--- config.mk ---
export PLATFORM = sky130hd
export DESIGN_NAME = despachante_aprovados_flat
export DESIGN_NICKNAME = d
export VERILOG_FILES = /design/src/rtl/despachante_aprovados_if.sv /design/src/rtl/despachante_aprovados.sv /design/src/flat_wrapper.sv
export SDC_FILE = /design/constraint.sdc
export NUM_CORES = 1
export LEC_CHECK = 0
export BUFFER_PORTS_ARGS = -buffer_cell sky130_fd_sc_hd__buf_2
export CAP_MARGIN = 10
export CORE_ASPECT_RATIO = 0.5
export CORE_MARGIN = 8
export CORE_UTILIZATION = 50
export DETAILED_ROUTE_END_ITERATION = 10
export GPL_ROUTABILITY_DRIVEN = 0
export PLACE_DENSITY = 0.8
export SYNTH_ARGS = -nofsm -noshare
export SYNTH_HDL_FRONTEND = slang
export SYNTH_SLANG_ARGS = --single-unit
--- constraint.sdc ---
create_clock -name clk -period 2.6 [get_ports clk]
set_input_delay 0.13 -clock clk [delete_from_list [all_inputs] [get_ports clk]]
set_output_delay 0.13 -clock clk [all_outputs]
set_load 0.02 [all_outputs]
--- src/rtl/despachante_aprovados_if.sv ---
// Channel bundle between the active-node evaluator, the approved-node dispatcher,
// the predecessor memory and the neighbour-visiting unit.
interface despachante_aprovados_if #(
  parameter int NUM_NA          = 4,
  parameter int ADDR_WIDTH      = 5,
  parameter int DISTANCIA_WIDTH = 5
) ();

  // search control
  logic                            iniciar_in;
  logic [ADDR_WIDTH-1:0]           destino_in;

  // evaluator snapshot
  logic                            aa_pronto_in;
  logic                            aa_tem_aprovado_in;
  logic [NUM_NA-1:0]               aa_aprovado_in;
  logic [ADDR_WIDTH*NUM_NA-1:0]    aa_endereco_in;
  logic [DISTANCIA_WIDTH*NUM_NA-1:0] aa_distancia_in;
  logic [ADDR_WIDTH*NUM_NA-1:0]    aa_anterior_data_in;

  // neighbour-unit channel
  logic                            vizinho_ready_in;
  logic                            da_vizinho_valid_out;
  logic [ADDR_WIDTH-1:0]           da_vizinho_endereco_out;
  logic [DISTANCIA_WIDTH-1:0]      da_vizinho_distancia_out;

  // predecessor-memory write port
  logic                            da_anterior_wr_en_out;
  logic [ADDR_WIDTH-1:0]           da_anterior_addr_out;
  logic [ADDR_WIDTH-1:0]           da_anterior_data_out;

  // status back to the evaluator / controller
  logic                            da_remover_aprovados_out;
  logic                            da_encontrado_out;
  logic                            da_ocupado_out;

  // The dispatcher itself.
  modport slave (
    input  iniciar_in, destino_in,
    input  aa_pronto_in, aa_tem_aprovado_in, aa_aprovado_in,
    input  aa_endereco_in, aa_distancia_in, aa_anterior_data_in,
    input  vizinho_ready_in,
    output da_vizinho_valid_out, da_vizinho_endereco_out, da_vizinho_distancia_out,
    output da_anterior_wr_en_out, da_anterior_addr_out, da_anterior_data_out,
    output da_remover_aprovados_out, da_encontrado_out, da_ocupado_out
  );

  // The surrounding datapath that feeds and consumes it.
  modport master (
    output iniciar_in, destino_in,
    output aa_pronto_in, aa_tem_aprovado_in, aa_aprovado_in,
    output aa_endereco_in, aa_distancia_in, aa_anterior_data_in,
    output vizinho_ready_in,
    input  da_vizinho_valid_out, da_vizinho_endereco_out, da_vizinho_distancia_out,
    input  da_anterior_wr_en_out, da_anterior_addr_out, da_anterior_data_out,
    input  da_remover_aprovados_out, da_encontrado_out, da_ocupado_out
  );

endinterface

--- src/rtl/despachante_aprovados.sv ---
// Serialises the evaluator's approved slots (lowest index first): writes each node's
// predecessor, offers it to the neighbour unit, then asks the evaluator to drop them.
module despachante_aprovados #(
  parameter int NUM_NA          = 4,
  parameter int ADDR_WIDTH      = 5,
  parameter int DISTANCIA_WIDTH = 5
) (
  input  logic                    clk,
  input  logic                    rst_n,
  despachante_aprovados_if.slave  bus
);

  localparam int IDX_W = (NUM_NA > 1) ? $clog2(NUM_NA) : 1;

  typedef enum logic [2:0] {
    OCIOSO,
    GRAVAR,
    ENVIAR,
    REMOVER,
    ESPERA
  } estado_t;

  estado_t                           r_state;
  logic [NUM_NA-1:0]                 r_pendente;
  logic [ADDR_WIDTH*NUM_NA-1:0]      r_endereco;
  logic [DISTANCIA_WIDTH*NUM_NA-1:0] r_distancia;
  logic [ADDR_WIDTH*NUM_NA-1:0]      r_anterior;

  logic                              r_wr_en;
  logic [ADDR_WIDTH-1:0]             r_wr_addr;
  logic [ADDR_WIDTH-1:0]             r_wr_data;
  logic                              r_vizinho_valid;
  logic [ADDR_WIDTH-1:0]             r_vizinho_endereco;
  logic [DISTANCIA_WIDTH-1:0]        r_vizinho_distancia;
  logic                              r_remover;
  logic                              r_encontrado;

  logic [ADDR_WIDTH-1:0]             w_in_endereco  [NUM_NA];
  logic [ADDR_WIDTH-1:0]             w_in_anterior  [NUM_NA];
  logic [ADDR_WIDTH-1:0]             w_sl_endereco  [NUM_NA];
  logic [DISTANCIA_WIDTH-1:0]        w_sl_distancia [NUM_NA];
  logic [ADDR_WIDTH-1:0]             w_sl_anterior  [NUM_NA];

  logic [IDX_W-1:0]                  w_cap_idx;
  logic [IDX_W-1:0]                  w_idx;
  logic [IDX_W-1:0]                  w_prox_idx;
  logic [NUM_NA-1:0]                 w_resto;
  logic                              w_eh_destino;

  function automatic logic [IDX_W-1:0] f_menor_bit(input logic [NUM_NA-1:0] v);
    logic [IDX_W-1:0] idx;
    idx = '0;
    for (int i = NUM_NA - 1; i >= 0; i--) begin
      if (v[i]) begin
        idx = IDX_W'(i);
      end
    end
    return idx;
  endfunction

  // Per-slot views of both the live inputs (for capture) and the captured snapshot.
  for (genvar gi = 0; gi < NUM_NA; gi++) begin : g_slot
    assign w_in_endereco[gi]  = bus.aa_endereco_in[ADDR_WIDTH*gi +: ADDR_WIDTH];
    assign w_in_anterior[gi]  = bus.aa_anterior_data_in[ADDR_WIDTH*gi +: ADDR_WIDTH];
    assign w_sl_endereco[gi]  = r_endereco[ADDR_WIDTH*gi +: ADDR_WIDTH];
    assign w_sl_distancia[gi] = r_distancia[DISTANCIA_WIDTH*gi +: DISTANCIA_WIDTH];
    assign w_sl_anterior[gi]  = r_anterior[ADDR_WIDTH*gi +: ADDR_WIDTH];
  end

  assign w_cap_idx    = f_menor_bit(bus.aa_aprovado_in);
  assign w_idx        = f_menor_bit(r_pendente);
  assign w_resto      = r_pendente & ~(NUM_NA'(1) << w_idx);
  assign w_prox_idx   = f_menor_bit(w_resto);
  assign w_eh_destino = (w_sl_endereco[w_idx] == bus.destino_in);

  // Outputs are registered together with the state so each one lines up with the
  // state it belongs to (write during GRAVAR, offer during ENVIAR, pulse in REMOVER).
  always_ff @(posedge clk or negedge rst_n) begin
    if (!rst_n) begin
      r_state             <= OCIOSO;
      r_pendente          <= '0;
      r_endereco          <= '0;
      r_distancia         <= '0;
      r_anterior          <= '0;
      r_wr_en             <= 1'b0;
      r_wr_addr           <= '0;
      r_wr_data           <= '0;
      r_vizinho_valid     <= 1'b0;
      r_vizinho_endereco  <= '0;
      r_vizinho_distancia <= '0;
      r_remover           <= 1'b0;
      r_encontrado        <= 1'b0;
    end else begin
      r_wr_en   <= 1'b0;
      r_remover <= 1'b0;
      if (bus.iniciar_in) begin
        r_state         <= OCIOSO;
        r_pendente      <= '0;
        r_encontrado    <= 1'b0;
        r_vizinho_valid <= 1'b0;
      end else begin
        case (r_state)
          OCIOSO: begin
            if (bus.aa_pronto_in && bus.aa_tem_aprovado_in) begin
              r_pendente  <= bus.aa_aprovado_in;
              r_endereco  <= bus.aa_endereco_in;
              r_distancia <= bus.aa_distancia_in;
              r_anterior  <= bus.aa_anterior_data_in;
              if (|bus.aa_aprovado_in) begin
                r_state   <= GRAVAR;
                r_wr_en   <= 1'b1;
                r_wr_addr <= w_in_endereco[w_cap_idx];
                r_wr_data <= w_in_anterior[w_cap_idx];
              end else begin
                // Flag said "approved" but the bitmap is empty: just release the evaluator.
                r_state   <= REMOVER;
                r_remover <= 1'b1;
              end
            end
          end

          GRAVAR: begin
            if (w_eh_destino) begin
              r_encontrado <= 1'b1;
              r_pendente   <= w_resto;
              if (|w_resto) begin
                r_state   <= GRAVAR;
                r_wr_en   <= 1'b1;
                r_wr_addr <= w_sl_endereco[w_prox_idx];
                r_wr_data <= w_sl_anterior[w_prox_idx];
              end else begin
                r_state   <= REMOVER;
                r_remover <= 1'b1;
              end
            end else begin
              r_state             <= ENVIAR;
              r_vizinho_valid     <= 1'b1;
              r_vizinho_endereco  <= w_sl_endereco[w_idx];
              r_vizinho_distancia <= w_sl_distancia[w_idx];
            end
          end

          ENVIAR: begin
            if (bus.vizinho_ready_in) begin
              r_vizinho_valid <= 1'b0;
              r_pendente      <= w_resto;
              if (|w_resto) begin
                r_state   <= GRAVAR;
                r_wr_en   <= 1'b1;
                r_wr_addr <= w_sl_endereco[w_prox_idx];
                r_wr_data <= w_sl_anterior[w_prox_idx];
              end else begin
                r_state   <= REMOVER;
                r_remover <= 1'b1;
              end
            end
          end

          REMOVER: r_state <= ESPERA;

          // Dead cycle so the evaluator's removal settles before the next capture.
          ESPERA:  r_state <= OCIOSO;

          default: r_state <= OCIOSO;
        endcase
      end
    end
  end

  assign bus.da_anterior_wr_en_out    = r_wr_en;
  assign bus.da_anterior_addr_out     = r_wr_addr;
  assign bus.da_anterior_data_out     = r_wr_data;
  assign bus.da_vizinho_valid_out     = r_vizinho_valid;
  assign bus.da_vizinho_endereco_out  = r_vizinho_endereco;
  assign bus.da_vizinho_distancia_out = r_vizinho_distancia;
  assign bus.da_remover_aprovados_out = r_remover;
  assign bus.da_encontrado_out        = r_encontrado;
  assign bus.da_ocupado_out           = (r_state != OCIOSO);

endmodule

--- src/flat_wrapper.sv ---
// flat-port wrapper written by rule: the top's interface ports become plain ports
module despachante_aprovados_flat 
#(
  parameter int NUM_NA          = 4,
  parameter int ADDR_WIDTH      = 5,
  parameter int DISTANCIA_WIDTH = 5
)
  (clk, rst_n, bus_iniciar_in, bus_destino_in, bus_aa_pronto_in, bus_aa_tem_aprovado_in, bus_aa_aprovado_in, bus_aa_endereco_in, bus_aa_distancia_in, bus_aa_anterior_data_in, bus_vizinho_ready_in, bus_da_vizinho_valid_out, bus_da_vizinho_endereco_out, bus_da_vizinho_distancia_out, bus_da_anterior_wr_en_out, bus_da_anterior_addr_out, bus_da_anterior_data_out, bus_da_remover_aprovados_out, bus_da_encontrado_out, bus_da_ocupado_out);
  despachante_aprovados_if #(.NUM_NA(NUM_NA), .ADDR_WIDTH(ADDR_WIDTH), .DISTANCIA_WIDTH(DISTANCIA_WIDTH)) bus_i ();
  input  logic clk;
  input  logic rst_n;
  input wire logic [$bits(bus_i.iniciar_in)-1:0] bus_iniciar_in;
  input wire logic [$bits(bus_i.destino_in)-1:0] bus_destino_in;
  input wire logic [$bits(bus_i.aa_pronto_in)-1:0] bus_aa_pronto_in;
  input wire logic [$bits(bus_i.aa_tem_aprovado_in)-1:0] bus_aa_tem_aprovado_in;
  input wire logic [$bits(bus_i.aa_aprovado_in)-1:0] bus_aa_aprovado_in;
  input wire logic [$bits(bus_i.aa_endereco_in)-1:0] bus_aa_endereco_in;
  input wire logic [$bits(bus_i.aa_distancia_in)-1:0] bus_aa_distancia_in;
  input wire logic [$bits(bus_i.aa_anterior_data_in)-1:0] bus_aa_anterior_data_in;
  input wire logic [$bits(bus_i.vizinho_ready_in)-1:0] bus_vizinho_ready_in;
  output wire logic [$bits(bus_i.da_vizinho_valid_out)-1:0] bus_da_vizinho_valid_out;
  output wire logic [$bits(bus_i.da_vizinho_endereco_out)-1:0] bus_da_vizinho_endereco_out;
  output wire logic [$bits(bus_i.da_vizinho_distancia_out)-1:0] bus_da_vizinho_distancia_out;
  output wire logic [$bits(bus_i.da_anterior_wr_en_out)-1:0] bus_da_anterior_wr_en_out;
  output wire logic [$bits(bus_i.da_anterior_addr_out)-1:0] bus_da_anterior_addr_out;
  output wire logic [$bits(bus_i.da_anterior_data_out)-1:0] bus_da_anterior_data_out;
  output wire logic [$bits(bus_i.da_remover_aprovados_out)-1:0] bus_da_remover_aprovados_out;
  output wire logic [$bits(bus_i.da_encontrado_out)-1:0] bus_da_encontrado_out;
  output wire logic [$bits(bus_i.da_ocupado_out)-1:0] bus_da_ocupado_out;
  assign bus_i.iniciar_in = bus_iniciar_in;
  assign bus_i.destino_in = bus_destino_in;
  assign bus_i.aa_pronto_in = bus_aa_pronto_in;
  assign bus_i.aa_tem_aprovado_in = bus_aa_tem_aprovado_in;
  assign bus_i.aa_aprovado_in = bus_aa_aprovado_in;
  assign bus_i.aa_endereco_in = bus_aa_endereco_in;
  assign bus_i.aa_distancia_in = bus_aa_distancia_in;
  assign bus_i.aa_anterior_data_in = bus_aa_anterior_data_in;
  assign bus_i.vizinho_ready_in = bus_vizinho_ready_in;
  assign bus_da_vizinho_valid_out = bus_i.da_vizinho_valid_out;
  assign bus_da_vizinho_endereco_out = bus_i.da_vizinho_endereco_out;
  assign bus_da_vizinho_distancia_out = bus_i.da_vizinho_distancia_out;
  assign bus_da_anterior_wr_en_out = bus_i.da_anterior_wr_en_out;
  assign bus_da_anterior_addr_out = bus_i.da_anterior_addr_out;
  assign bus_da_anterior_data_out = bus_i.da_anterior_data_out;
  assign bus_da_remover_aprovados_out = bus_i.da_remover_aprovados_out;
  assign bus_da_encontrado_out = bus_i.da_encontrado_out;
  assign bus_da_ocupado_out = bus_i.da_ocupado_out;
  despachante_aprovados #(.NUM_NA(NUM_NA), .ADDR_WIDTH(ADDR_WIDTH), .DISTANCIA_WIDTH(DISTANCIA_WIDTH)) u_core (.clk(clk), .rst_n(rst_n), .bus(bus_i));
endmodule
==> metrics.yaml <==
sta:
  fmax_ghz: 0.400
  rsz0062_at_grt: "false"
  fin_crit_sh_pct: 96.1
  finalSetupViolCount: 0
  whs_ns: 0.00917
  fin_crit_ns: 2.50
  tightest_slew_ns: 0.696
  relSlewSlack_pct: 53.2
  hold_viol: 0
  timing.setup.tns_ns: 0
  worst_slack_ns: 0.101
  slew_violations: 0
  fin_skew_ns: 0.00524
global_routing:
  grt_max_degree: 64
  grt_first_pass_wirelength_um: 21900
  antenna_found_initial: 3
  grt-ovfl-total: 0
  grt_pass1_vias: 4342
  grt_use_total_pct: 20.3
setup_path:
  worst_r2r_path_depth: 9
  r2r_start: "u_core.r_pendente[3]"
  worst_path_dominant_cell_family: "simple AND/OR/NAND/NOR gates"
  required_ns: 2.83
  r2r-end: "u_core.bus.da_vizinho_distancia_out[0]"
  slowest_stage: "dfrtp_2"
  cp.arrival_ns: 2.73
  path_cells: "buf_4, nor4b_1, o31ai_1, o311ai_1, xor2_1, and3_4, nor3_4, buf_12, mux2_2"
  r2r_slack_ns: 0.10
  crit_type: "register to register"
  slowest_delay_ns: 0.48
  crit_buf_inv: 2
  cp-start-kind: "register"
  endpoint_kind: "register"
  cp_max_fo: 11
worst_hold_path:
  hold_path_end: "u_core.r_distancia[1]"
  holdPathStages: 2
  min_path_type: "input port to register"
  hold_start: "bus_aa_distancia_in[1]"
floorplan:
  die_h_um: 86.7
  die_x_um: 157
  rows: 25
  die-area_um2: 13600
  coreArea_um2: 9570
  num_io_pins: 100
  initial_utilization_pct: 52.2
clock_network:
  cts_tree: "done"
  clock_sinks: 91
  htreeDepth: 3
  cts_root_buf: "clkbuf_16"
  clk_pin_slew_worst_paths_ns: 0.07
  clk_latency_ns: 0.35
  clock_path_buffers: 2
  numCtsBuffers: 9
synth:
  synth-seq-cells: 91
  synth_edf_count: 0
  syn_nets: 541
  syn_area_um2: 5000
  yosysSeqAreaShare_pct: 45.6
  synth_flop_cell: "dfrtp_1"
  syn_inst: 466
  synth.distinct_cells: 61
  synth_area_per_cell_um2: 10.7
  async_flop_share_pct: 100
  yosys_warnings: 0
finish:
  final_cell_mix: "buf_2 (98), dfrtp_1 (89), mux2_2 (76)"
  diodes: 0
  syn2layout_area_growth_pct: 23.5
  layout_commonest_cell: "buf_2"
  nNetsFinal: 649
  fin_util_pct: 64.5
  drive_gt1_share_pct: 42.7
route:
  ant_nets: 0
  firstDrtPassIters: 6
  avgViaCountPerCell: 6.01
  vias: 4288
  dr.first_iter.drc_count: 426
  post_drt_wl_per_cell_um: 18.9
  drc: 0
  wl_um: 13500
placed_design:
  dpl.hpwl_um: 9910
  dp_slack_ns: -0.0181
  numPortBuffers: 99
power:
  power_leakage_nw: 2.69
  ir_drop_mv: 0.406
  power_density_nw_per_um2: 819
run_status:
  status: "finished clean"
run:
  max-cap-violations: 0
-- synth_stat cells, types with 3 or more instances --
cell	n	area share [%]
nor2b_1	8	1.0
dfrtp_1	91	46
a221o_1	5	1.0
nand2b_1	4	0.50
a221oi_1	6	1.1
mux2_2	76	17
or3_1	6	0.75
clkbuf_1	15	1.1
nor3b_1	6	0.90
mux4_2	10	4.5
buf_2	11	1.1
a21oi_1	29	2.9
o22ai_1	5	0.63
o21ai_0	36	3.6
inv_1	10	0.75
nand3_1	10	1.0
a22oi_1	4	0.60
a211oi_1	3	0.45
mux2i_1	4	0.80
nand2_1	35	2.6
nor2_1	33	2.5
nor3_1	8	0.80
-- cell families (layout without fill, tap and decap cells) --
family          count (synthesis)  in the layout  share of synthesized area [%]
buf+inv                        41            154                           3.66
xor+xnor                        2              2                          0.351
compound gates                116            116                           15.0
flops                          91             91                           45.6
mux                            90             90                           22.4
simple gates                  126            126                           12.9
-- power breakdown --
part / switching [mW] / total [mW] / internal, mW
clock network: 0.570 / 1.37 / 0.801
logic: 0.795 / 1.54 / 0.740
registers: 0.315 / 2.14 / 1.83
-- registers in the layout, summed over array words and instances (netlist names) --
register,flops
u_core.r_pendente,4
u_core.bus.da_remover_aprovados_out,1
u_core.bus.da_vizinho_endereco_out,5
u_core.bus.da_anterior_data_out,5
u_core.bus.da_vizinho_distancia_out,5
u_core.r_state,3
u_core.r_distancia,20
u_core.bus.da_encontrado_out,1
u_core.r_endereco,20
u_core.bus.da_anterior_addr_out,5
u_core.bus.da_vizinho_valid_out,1
u_core.bus.da_anterior_wr_en_out,1
u_core.r_anterior,20
-- timing repair --
item	CTS	global route
buffers inserted	0	1
hold buffers	1	0
setup endpoints to repair	9	21
endpoints found under the hold margin	48	0
pin swaps	0	2
gates resized for setup	1	10
-- metrics by stage --
step                      std cells  power [mW]  instance area (um^2)
after CTS                       713        5.04                  6130
after global placement          696        3.60                  5800
after global routing            714        5.31                  6170
after detailed placement        696        3.67                  5800
final                           714        5.05                  6170
after floorplan                 466        3.09                  5000
-- metal layers --
metal | part of all wire, % | track usage, %
met1 | 43 | 26.2
met2 | 47 | 31.8
met3 | 8.2 | 7.34
met4 | 1.7 | 5.06
met5 | 0.24 | 0
-- worst register-to-register path, delay by kind of cell (launching register included) --
family / cells / cell delay (ns)
buffers and inverters: 2 / 0.36
flip-flops: 1 / 0.48
AND/OR/NAND/NOR: 3 / 0.58
AO/OA/AOI/OAI: 2 / 0.42
multiplexers: 1 / 0.34
XOR/XNOR: 1 / 0.21
-- area by class of cell --
cell class,count,area (um^2)
Tap cell,135,169
Timing Repair Buffer,127,786
Clock buffer,11,253
Sequential cell,91,2280
Multi-Input combinational cell,334,2580
Inverter,11,41.3
Clock inverter,5,60.1
Fill cell,777,3400
-- how the worst max path moves through the flow --
stage                                     from                                endpoint  slack (ns)  cells past startpoint
after global placement    u_core.r_pendente[3]                    u_core.r_pendente[2]        0.12                      9
after floorplan           u_core.r_pendente[3]      u_core.bus.da_anterior_addr_out[0]        0.20                      9
final                     u_core.r_pendente[3]  u_core.bus.da_vizinho_distancia_out[0]        0.10                      9
after global routing      u_core.r_pendente[3]   u_core.bus.da_vizinho_endereco_out[3]      0.0005                      9
after detailed placement  u_core.r_pendente[0]      u_core.bus.da_anterior_data_out[2]       -0.02                      9
after CTS                 u_core.r_pendente[1]      u_core.bus.da_anterior_addr_out[0]        0.02                      9
No activity file was read; power rests on OpenSTA's default activity.
